**src/rtl/uart_pkg.sv**
```systemverilog
// Shared UART types and line constants for the rx/tx pair.
package uart_pkg;

  typedef enum logic [1:0] {
    PARITY_NONE = 2'd0,
    PARITY_EVEN = 2'd1,
    PARITY_ODD  = 2'd2
  } t_parity;

  localparam logic IDLE_VAL  = 1'b1;
  localparam logic START_VAL = 1'b0;
  localparam logic STOP_VAL  = 1'b1;

  typedef enum logic [2:0] {
    IDLE   = 3'd0,
    START  = 3'd1,
    DATA   = 3'd2,
    PARITY = 3'd3,
    STOP   = 3'd4,
    STOP2  = 3'd5,
    BREAK  = 3'd6
  } t_rx_state;

  // Map the raw 2-bit parity select onto t_parity; code 3 means no parity.
  function automatic t_parity to_parity(input logic [1:0] mode);
    case (mode)
      2'd1:    return PARITY_EVEN;
      2'd2:    return PARITY_ODD;
      default: return PARITY_NONE;
    endcase
  endfunction

endpackage

```
**src/rtl/uart_rx_if.sv**
```systemverilog
// Receiver-side bus: serial line and frame config in, decoded byte and status out.
interface uart_rx_if #(
  parameter int unsigned DATA_BITS = 8
);

  logic                 rx;
  logic [1:0]           stop_bits;
  logic [1:0]           parity_mode;
  logic [DATA_BITS-1:0] rx_data;
  logic                 rx_valid;
  logic                 parity_err;
  logic                 frame_err;
  logic                 rx_busy;

  modport master (
    output rx, stop_bits, parity_mode,
    input  rx_data, rx_valid, parity_err, frame_err, rx_busy
  );

  modport slave (
    input  rx, stop_bits, parity_mode,
    output rx_data, rx_valid, parity_err, frame_err, rx_busy
  );

endinterface

```
**src/rtl/uart_sync2.sv**
```systemverilog
// Generic two-flop synchronizer for a single asynchronous input.
module uart_sync2 #(
  parameter logic RST_VAL = 1'b1
) (
  input  logic clk,
  input  logic rst,
  input  logic d,
  output logic q
);

  logic meta;

  // Two back-to-back flops; both reset to the line's idle level.
  always_ff @(posedge clk) begin
    if (rst) begin
      meta <= RST_VAL;
      q    <= RST_VAL;
    end else begin
      meta <= d;
      q    <= meta;
    end
  end

endmodule

```
**src/rtl/uart_rx.sv**
```systemverilog
// UART receiver: mid-bit sampling, LSB-first data, optional parity, 1 or 2 stop bits.
module uart_rx
  import uart_pkg::*;
#(
  parameter int unsigned CLKS_PER_BIT = 868,
  parameter int unsigned DATA_BITS    = 8
) (
  input logic     clk,
  input logic     rst,
  uart_rx_if.slave bus
);

  localparam int unsigned CNT_W = $clog2(CLKS_PER_BIT);
  localparam int unsigned IDX_W = $clog2(DATA_BITS + 1);
  localparam logic [CNT_W-1:0] CNT_MID  = CNT_W'(CLKS_PER_BIT / 2 - 1);
  localparam logic [CNT_W-1:0] CNT_TICK = CNT_W'(CLKS_PER_BIT - 1);
  localparam logic [IDX_W-1:0] IDX_LAST = IDX_W'(DATA_BITS - 1);

  logic                 rx_s;
  t_rx_state            state_q, state_d;
  logic [CNT_W-1:0]     cnt_q, cnt_d;
  logic [IDX_W-1:0]     idx_q, idx_d;
  logic [DATA_BITS-1:0] shift_q, shift_d;
  logic                 two_stop_q, two_stop_d;
  t_parity              par_q, par_d;
  logic                 perr_q, perr_d;
  logic                 ferr_q, ferr_d;
  logic                 fin_c;

  uart_sync2 #(.RST_VAL(IDLE_VAL)) u_sync (
    .clk (clk),
    .rst (rst),
    .d   (bus.rx),
    .q   (rx_s)
  );

  // State and datapath registers.
  always_ff @(posedge clk) begin
    if (rst) begin
      state_q    <= IDLE;
      cnt_q      <= '0;
      idx_q      <= '0;
      shift_q    <= '0;
      two_stop_q <= 1'b0;
      par_q      <= PARITY_NONE;
      perr_q     <= 1'b0;
      ferr_q     <= 1'b0;
    end else begin
      state_q    <= state_d;
      cnt_q      <= cnt_d;
      idx_q      <= idx_d;
      shift_q    <= shift_d;
      two_stop_q <= two_stop_d;
      par_q      <= par_d;
      perr_q     <= perr_d;
      ferr_q     <= ferr_d;
    end
  end

  // Next-state logic: every sample after the start check lands one bit period later.
  always_comb begin
    state_d    = state_q;
    cnt_d      = (cnt_q == CNT_TICK) ? '0 : cnt_q + CNT_W'(1);
    idx_d      = idx_q;
    shift_d    = shift_q;
    two_stop_d = two_stop_q;
    par_d      = par_q;
    perr_d     = perr_q;
    ferr_d     = ferr_q;
    fin_c      = 1'b0;

    case (state_q)
      IDLE: begin
        cnt_d = '0;
        if (rx_s == START_VAL) begin
          state_d    = START;
          two_stop_d = (bus.stop_bits == 2'd2);
          par_d      = to_parity(bus.parity_mode);
          perr_d     = 1'b0;
          ferr_d     = 1'b0;
          idx_d      = '0;
        end
      end
      START: begin
        if (cnt_q == CNT_MID) begin
          cnt_d   = '0;
          idx_d   = '0;
          state_d = (rx_s == START_VAL) ? DATA : IDLE;
        end
      end
      DATA: begin
        if (cnt_q == CNT_TICK) begin
          shift_d = {rx_s, shift_q[DATA_BITS-1:1]};
          idx_d   = idx_q + IDX_W'(1);
          if (idx_q == IDX_LAST) begin
            state_d = (par_q == PARITY_NONE) ? STOP : PARITY;
          end
        end
      end
      PARITY: begin
        if (cnt_q == CNT_TICK) begin
          perr_d  = (par_q == PARITY_EVEN) ? (rx_s != ^shift_q) : (rx_s != ~^shift_q);
          state_d = STOP;
        end
      end
      STOP: begin
        if (cnt_q == CNT_TICK) begin
          ferr_d = (rx_s != STOP_VAL);
          if (two_stop_q) begin
            state_d = STOP2;
          end else begin
            fin_c = 1'b1;
          end
        end
      end
      STOP2: begin
        if (cnt_q == CNT_TICK) begin
          ferr_d = ferr_q | (rx_s != STOP_VAL);
          fin_c  = 1'b1;
        end
      end
      BREAK: begin
        cnt_d = '0;
        if (rx_s == IDLE_VAL) begin
          state_d = IDLE;
        end
      end
      default: begin
        cnt_d   = '0;
        state_d = IDLE;
      end
    endcase

    // Finishing at mid-stop: a line still low here is a break, not a new start.
    if (fin_c) begin
      cnt_d   = '0;
      state_d = (rx_s == IDLE_VAL) ? IDLE : BREAK;
    end
  end

  // Registered outputs: byte and flags load together with the valid pulse.
  always_ff @(posedge clk) begin
    if (rst) begin
      bus.rx_data    <= '0;
      bus.rx_valid   <= 1'b0;
      bus.parity_err <= 1'b0;
      bus.frame_err  <= 1'b0;
      bus.rx_busy    <= 1'b0;
    end else begin
      bus.rx_valid <= fin_c;
      bus.rx_busy  <= (state_d != IDLE);
      if (fin_c) begin
        bus.rx_data    <= shift_q;
        bus.parity_err <= perr_q;
        bus.frame_err  <= ferr_d;
      end
    end
  end

endmodule

```
**src/flat_wrapper.sv**
```systemverilog
// flat-port wrapper written by rule: the top's interface ports become plain ports
module uart_rx_flat import uart_pkg::*;
#(
  parameter int unsigned CLKS_PER_BIT = 868,
  parameter int unsigned DATA_BITS    = 8
)
  (clk, rst, bus_rx, bus_stop_bits, bus_parity_mode, bus_rx_data, bus_rx_valid, bus_parity_err, bus_frame_err, bus_rx_busy);
  uart_rx_if #(.DATA_BITS(DATA_BITS)) bus_i ();
  input logic clk;
  input logic rst;
  input wire logic [$bits(bus_i.rx)-1:0] bus_rx;
  input wire logic [$bits(bus_i.stop_bits)-1:0] bus_stop_bits;
  input wire logic [$bits(bus_i.parity_mode)-1:0] bus_parity_mode;
  output wire logic [$bits(bus_i.rx_data)-1:0] bus_rx_data;
  output wire logic [$bits(bus_i.rx_valid)-1:0] bus_rx_valid;
  output wire logic [$bits(bus_i.parity_err)-1:0] bus_parity_err;
  output wire logic [$bits(bus_i.frame_err)-1:0] bus_frame_err;
  output wire logic [$bits(bus_i.rx_busy)-1:0] bus_rx_busy;
  assign bus_i.rx = bus_rx;
  assign bus_i.stop_bits = bus_stop_bits;
  assign bus_i.parity_mode = bus_parity_mode;
  assign bus_rx_data = bus_i.rx_data;
  assign bus_rx_valid = bus_i.rx_valid;
  assign bus_parity_err = bus_i.parity_err;
  assign bus_frame_err = bus_i.frame_err;
  assign bus_rx_busy = bus_i.rx_busy;
  uart_rx #(.CLKS_PER_BIT(CLKS_PER_BIT), .DATA_BITS(DATA_BITS)) u_core (.clk(clk), .rst(rst), .bus(bus_i));
endmodule
```
**config.mk**
```make
export PLATFORM = sky130hd
export DESIGN_NAME = uart_rx_flat
export DESIGN_NICKNAME = d
export VERILOG_FILES = /design/src/rtl/uart_pkg.sv /design/src/rtl/uart_rx_if.sv /design/src/rtl/uart_sync2.sv /design/src/rtl/uart_rx.sv /design/src/flat_wrapper.sv
export SDC_FILE = /design/constraint.sdc
export NUM_CORES = 1
export LEC_CHECK = 0
export CORE_ASPECT_RATIO = 1.1
export CORE_MARGIN = 3
export CORE_UTILIZATION = 50
export CTS_CLUSTER_DIAMETER = 50
export CTS_CLUSTER_SIZE = 28
export DETAILED_ROUTE_END_ITERATION = 6
export PLACE_DENSITY = 0.85
export SETUP_SLACK_MARGIN = 0.05
export SLEW_MARGIN = 20
export SYNTH_ARGS = -nofsm -noshare
export SYNTH_HDL_FRONTEND = slang
export SYNTH_HIERARCHICAL = 1
export SYNTH_SLANG_ARGS = --single-unit
```
**constraint.sdc**
```tcl
create_clock -name clk -period 2 [get_ports clk]
set_clock_uncertainty 0.05 [all_clocks]
set_input_delay 0.4 -clock clk [delete_from_list [all_inputs] [get_ports clk]]
set_output_delay 0.4 -clock clk [all_outputs]
set_load 0.01 [all_outputs]
```
==> results of run 1 <==
-- layout by cell type, fill, tap and decap left out, types with 2 or more instances in the layout --
cell / synthesis / final
nor2b_1: 5 / 5
dfxtp_2: 0 / 4
o21ai_0: 4 / 4
clkbuf_8: 0 / 5
or2_1: 2 / 2
a21oi_1: 26 / 24
a21oi_2: 0 / 2
buf_6: 0 / 2
or3_4: 0 / 2
buf_4: 0 / 39
xnor2_1: 11 / 11
ha_1: 3 / 2
nor3b_1: 4 / 4
nand4_1: 4 / 4
inv_1: 7 / 7
or4_4: 0 / 2
o31ai_1: 4 / 2
nand2b_1: 4 / 4
dfxtp_1: 44 / 40
nand2_1: 42 / 42
nor3_1: 3 / 2
xor2_1: 4 / 4
nand3_1: 7 / 7
and3_1: 2 / 2
nor2_1: 23 / 23
clkdlybuf4s50_1: 0 / 18
nand3b_1: 2 / 2
o32a_1: 2 / 2
or3_1: 4 / 2
o31a_1: 2 / 2
-- logic make-up (layout without fill, tap and decap cells) --
kind of cell    Yosys count  count (layout)  synth area share
flops                    44              44             0.436
buf+inv                  18              74            0.0341
xor+xnor                 16              16            0.0762
simple gates            113             113             0.281
compound gates           49              49             0.154
fa+ha+maj                 3               3            0.0186
-- final timing paths --
path | startpoint | to | depth (start not counted)
worst max register to register | u_core/cnt_q[1]$_SDFF_PP0_ | u_core/idx_q[3]$_SDFFE_PP0P_ | 6
worst min-delay path | u_core/u_sync/meta$_SDFF_PP1_ | u_core/u_sync/q$_SDFF_PP1_ | 1
worst min register to register | u_core/u_sync/meta$_SDFF_PP1_ | u_core/u_sync/q$_SDFF_PP1_ | 1
worst max-delay path | u_core/cnt_q[1]$_SDFF_PP0_ | u_core/idx_q[3]$_SDFFE_PP0P_ | 6
-- power groups by stage --
| stage | logic, mW | clock network [mW] | registers, mW |
|---|---|---|---|
| floorplan | 0.0618 | 0 | 0.913 |
| global placement | 0.116 | 0 | 0.916 |
| detailed placement | 0.119 | 0 | 0.916 |
| CTS | 0.124 | 0.703 | 0.896 |
| global route | 0.137 | 0.738 | 0.897 |
| finish | 0.127 | 0.701 | 0.896 |
-- state kept, by name, indices dropped and copies added (netlist names) --
signal and cells:
u_core/bus.frame_err 1, u_core/idx_q 4, u_core/cnt_q 10, u_core/bus.rx_data 8, u_core/bus.rx_valid 1, u_core/u_sync/q 1, u_core/ferr_q 1, u_core/bus.rx_busy 1
u_core/u_sync/meta 1, u_core/par_q 2, u_core/shift_q 8, u_core/perr_q 1, u_core/two_stop_q 1, u_core/state_q 3, u_core/bus.parity_err 1
-- worst register-to-register path, cell delays in order, from the launching register on --
cell	delay, ns
dfxtp_2	0.37
ha_4	0.16
nand4bb_4	0.14
or4_4	0.51
a31o_1	0.21
or3_4	0.36
a21oi_1	0.13
-- per-layer routing --
layer | global-route usage | share of wire | vias to the layer above
met1 | 0.271 | 0.43 | 918
met2 | 0.370 | 0.49 | 78
met3 | 0.0539 | 0.064 | 14
li1 | - | - | 953
met4 | 0.113 | 0.025 | 0
met5 | 0 | 0 | -
-- area by class of cell --
type | instances | share of cell area
multi-input cells | 181 | 0.421
clock buffers | 5 | 0.0251
clock inverters | 3 | 0.0169
repair buffers | 59 | 0.181
well taps | 50 | 0.0228
flip-flops and latches | 44 | 0.323
inverters | 7 | 0.00959
-- timing repair --
item	4_1_cts	5_1_grt
pin swaps	3	1
endpoints found under the setup margin	17	21
resized for setup	3	11
setup buffers	1	0
gates cloned	0	1
==> flow_metrics.py, run 1 <==
metrics = {
    "floorplan": {
        "ios": 19,
        "die_w_um": 66.6,
        "core-area_um2": 3770,
        "rows": 23,
        "dieHeight_um": 72.7,
        "start_util": 0.536,
        "die_area_um2": 4840,
    },
    "yosys": {
        "synth_edf_count": 0,
        "synth_nets": 253,
        "synth.most_common_cell": "dfxtp_1",
        "netlist_instances": 243,
        "synth_top_cell_by_area": "dfxtp_1",
        "synthArstFlopShare": 0,
        "synth.area.top_cells": "dfxtp_1, nand2_1, a21oi_1, xnor2_1, nor2_1",
        "synth_area_per_cell_um2": 8.32,
        "yosysSeqAreaShare": 0.436,
        "synthFlopType": "dfxtp_1",
        "synth_commonest_cells": "dfxtp_1, nand2_1, a21oi_1",
        "syn-cell-area_um2": 2020,
        "ys_types": 45,
        "synth_seq_cells": 44,
        "yosysWarnings": 6,
        "synth.top_cell.area_share": 0.436,
    },
    "timing": {
        "holdWs_ns": 0.377,
        "max_freq_mhz": 504,
        "rsz0062_at_grt": "true",
        "setup-violations-final": 0,
        "max_slew_margin": 0.743,
        "min_period_ns": 1.99,
        "maxSlewViolCount": 0,
        "finalCritPeriodShare": 0.993,
        "layout_setup_ws_ns": 0.0139,
        "tns_ns": 0,
        "hold_viol": 0,
        "worstMarginPinSlew_ns": 0.385,
    },
    "clock_network": {
        "numClockSinks": 44,
        "clock_tree.buffer_depth": 2,
        "clock_latency_ns": 0.31,
        "cts_tree": "yes",
        "cts_hold_buf": 0,
        "htree_num_levels": 2,
        "clock-root-buffer": "clkbuf_8",
        "cts_buffers": 5,
        "cts.clk_slew.worst_paths_ns": 0.08,
    },
    "setup_path": {
        "crit_path_end_kind": "flop",
        "crit_buf_inv": 0,
        "cp.required_ns": 2.19,
        "cp_max_fo": 5,
        "crit_path_start_kind": "flop",
        "reg2reg_slack_ns": 0.01,
        "crit_chain": "ha_4 > nand4bb_4 > or4_4 > a31o_1 > or3_4 > a21oi_1",
        "crit_family": "simple AND/OR/NAND/NOR gates",
        "critical_path.max_stage_delay_ns": 0.51,
        "cp.arrival_ns": 2.18,
        "cp_slowest_cell": "or4_4",
        "path_class": "reg2reg",
    },
    "power_and_ir_drop": {
        "pwr-share-seq": 0.520,
        "comb_power_share": 0.074,
        "power_mw": 1.72,
        "leakagePower_nw": 0.971,
        "switching_power_mw": 0.397,
        "internal-power_mw": 1.33,
        "p_clk_frac": 0.407,
        "power_density_nw_per_um2": 629,
        "ir_worst_vdd_mv": 0.465,
        "switching_share": 0.230,
    },
    "route": {
        "wl_mm": 5.16,
        "routedWlPerCell_um": 14.8,
        "first_pass_iters": 4,
        "drcViolationCount": 0,
        "drt_iter0_markers": 173,
        "vias": 1963,
        "avgViaCountPerCell": 5.62,
        "final_antenna_net_count": 0,
    },
    "layout": {
        "antenna_cells": 0,
        "seq_area_um2": 886,
        "layout-drive-gt1-share": 0.234,
        "multi_input_area_um2": 1150,
        "final_cells": 349,
        "fillCellCount": 266,
        "final_area_um2": 2740,
        "nets": 308,
        "syn2layout_area_growth_pct": 35.6,
        "utilization": 0.727,
    },
    "placement": {
        "gp_congestion": 0.934,
        "dpl_worst_slack_ns": -0.00966,
        "hpwl_mm": 3.44,
        "placed_area_um2": 2540,
        "io_buffers": 18,
        "placedCellCount": 339,
    },
    "grt": {
        "grt_max_degree": 16,
        "grt_remaining_overflow": 0,
        "grt_antenna_before_repair": 0,
        "grt_pass1_wl_mm": 8.33,
        "track_usage": 0.224,
        "grt_pass1_vias": 1853,
    },
    "hold_path": {
        "min_path_type": "reg2reg",
    },
    "job": {
        "drv_cap": 0,
    },
    "status": {
        "outcome": "finished, final reports clean",
    },
}
(Power assumes the default switching activity.)
==> run 2: changes to the inputs <==
Settings changed: PLACE_DENSITY 0.85 to 0.82.
Clock period 2 ns to 2.4 ns, I/O delays scaled along.
==> run 2 against run 1 <==
Net effect: clock power shrank 31%; hold slack lost 0.0043 ns; register-to-register slack gained 0.10 ns.
==> flow_metrics.py, run 2 (synthesis gave the netlist of run 1 again) <==
metrics = {
    "layout": {
        "top_register": "u_core/cnt_q",
        "top_regs": "u_core/cnt_q x10, u_core/bus.rx_data x8, u_core/shift_q x8",
        "layout_common_cells": "dfxtp_1, nand2_1, a21oi_1, nor2_1, clkdlybuf4s50_1",
        "syn2layout_area_growth_pct": 17.8,
        "antenna_cells": 0,
        "layout_commonest_cell": "dfxtp_1",
        "nets": 274,
        "layout-drive-gt1-share": 0.0868,
        "largest_reg_flops": 10,
        "final_cells": 315,
        "utilization": 0.632,
    },
    "route": {
        "drt_iter0_markers": 130,
        "routedWlPerCell_um": 13.1,
        "vias": 1723,
        "avgViaCountPerCell": 5.47,
        "wl_mm": 4.11,
        "first_pass_iters": 4,
        "final_antenna_net_count": 0,
        "drcViolationCount": 0,
    },
    "clock_network": {
        "cts_hold_buf": 0,
        "clock-root-buffer": "clkbuf_8",
        "clock_tree.buffer_depth": 2,
        "cts.clk_slew.worst_paths_ns": 0.08,
        "numClockSinks": 44,
        "htree_num_levels": 2,
        "clock_latency_ns": 0.30,
        "cts_buffers": 5,
        "cts_setup_buffers": 0,
        "cts_tree": "yes",
    },
    "setup_path": {
        "critical_path.max_stage_delay_ns": 0.59,
        "crit_path_end_kind": "flop",
        "cp_max_fo": 6,
        "cp_slowest_cell": "or4_1",
        "cp.required_ns": 2.58,
        "rr_startpoint": "u_core/cnt_q[2]$_SDFF_PP0_",
        "cp-endpoint": "u_core/idx_q[3]$_SDFFE_PP0P_",
        "cp.arrival_ns": 2.47,
        "reg2reg_slack_ns": 0.12,
        "r2r-end": "u_core/idx_q[3]$_SDFFE_PP0P_",
        "cp-startpoint": "u_core/cnt_q[2]$_SDFF_PP0_",
        "crit_buf_inv": 0,
        "crit_chain": "or3b_4 > or4_1 > a31o_1 > or3_1 > a21oi_1",
        "reg2reg_depth": 5,
        "path_class": "reg2reg",
        "crit_family": "simple AND/OR/NAND/NOR gates",
        "path_depth": 5,
        "crit_path_start_kind": "flop",
    },
    "floorplan": {
        "die_area_um2": 4840,
        "dieHeight_um": 72.7,
        "rows": 23,
        "die_w_um": 66.6,
        "ios": 19,
        "start_util": 0.536,
        "core-area_um2": 3770,
    },
    "power_and_ir_drop": {
        "internal-power_mw": 1.01,
        "p_clk_frac": 0.371,
        "switching_share": 0.232,
        "pwr-share-seq": 0.571,
        "power_mw": 1.31,
        "ir_worst_vdd_mv": 0.365,
        "power_density_nw_per_um2": 550,
        "switching_power_mw": 0.304,
        "comb_power_share": 0.057,
        "leakagePower_nw": 0.779,
    },
    "timing": {
        "max_slew_margin": 0.692,
        "setup-violations-final": 0,
        "tns_ns": 0,
        "finalCritPeriodShare": 0.951,
        "max_freq_mhz": 438,
        "hold_viol": 0,
        "min_period_ns": 2.28,
        "maxSlewViolCount": 0,
        "rsz0062_at_grt": "false",
        "worstMarginPinSlew_ns": 0.457,
    },
    "placement": {
        "gp_congestion": 0.913,
        "placedCellCount": 307,
        "hpwl_mm": 2.94,
        "io_buffers": 18,
    },
    "grt": {
        "grt_remaining_overflow": 0,
        "track_usage": 0.185,
        "grt_pass1_wl_mm": 6.83,
        "grt_pass1_vias": 1513,
        "grt_max_degree": 27,
        "grt_antenna_before_repair": 0,
    },
    "hold_path": {
        "min_path_type": "reg2reg",
    },
    "job": {
        "drv_cap": 0,
    },
    "status": {
        "outcome": "finished, final reports clean",
    },
}
==> run 2: cell types whose count changed in the layout (fill, tap and decap cells not counted), sizes merged <==
cell      before  now
clkbuf         5    6
inv            8    7
clkinvlp       1    2
buf           41    7
bufinv         1    0
==> run 2: worst register-to-register path: stages, from the launching register on <==
cell	delay (ns)
dfxtp_1	0.37
or3b_4	0.45
or4_1	0.59
a31o_1	0.27
or3_1	0.35
a21oi_1	0.14
==> run 2: power groups by stage <==
| stage | Combinational, mW | Clock, mW | Sequential, mW |
|---|---|---|---|
| final | 0.0752 | 0.486 | 0.748 |
| after global routing | 0.0830 | 0.529 | 0.750 |
| after CTS | 0.0745 | 0.505 | 0.748 |
| after detailed placement | 0.0742 | 0 | 0.765 |
| after global placement | 0.0736 | 0 | 0.765 |
| after floorplan | 0.0508 | 0 | 0.760 |
==> run 2: per-layer routing <==
layer,vias up,part of all wire,global-route usage
met1,797,0.46,0.243
li1,882,-,-
met2,40,0.47,0.286
met3,4,0.053,0.0416
met4,0,0.019,0.0880
met5,-,0,0
==> run 2: what timing repair did <==
item                                   in CTS  in global routing
setup endpoints to repair                   0                 12
endpoints found under the hold margin       0                  0
gates resized for setup                     0                  3
==> run 2: cell type report <==
cell class,instances,area (um2)
clock inverters,2,15.0
well taps,50,62.6
multi-input cells,181,1080
clock buffers,6,82.6
fillers,323,1390
flip-flops and latches,44,882
repair buffers,25,233
inverters,7,26.3
==> run 2: per-stage QoR <==
step | worst slack (ns) | area, um2 | hold slack [ns]
6_report | 0.116 | 2380 | 0.373
4_1_cts | 0.108 | 2370 | 0.379
3_3_place_gp | 0.135 | 2270 | 0.349
3_5_place_dp | 0.118 | 2270 | 0.360
2_1_floorplan | 0.270 | 2020 | 0.335
5_1_grt | 0.0506 | 2380 | 0.398
==> run 2: worst min-delay path by stage <==
stage,startpoint,to,cells past startpoint
after floorplan,u_core/u_sync/meta$_SDFF_PP1_,u_core/u_sync/q$_SDFF_PP1_,1
final,u_core/u_sync/meta$_SDFF_PP1_,u_core/u_sync/q$_SDFF_PP1_,1
after CTS,u_core/u_sync/meta$_SDFF_PP1_,u_core/u_sync/q$_SDFF_PP1_,1
after global routing,u_core/u_sync/meta$_SDFF_PP1_,u_core/u_sync/q$_SDFF_PP1_,1
after global placement,u_core/u_sync/meta$_SDFF_PP1_,u_core/u_sync/q$_SDFF_PP1_,1
after detailed placement,u_core/u_sync/meta$_SDFF_PP1_,u_core/u_sync/q$_SDFF_PP1_,1
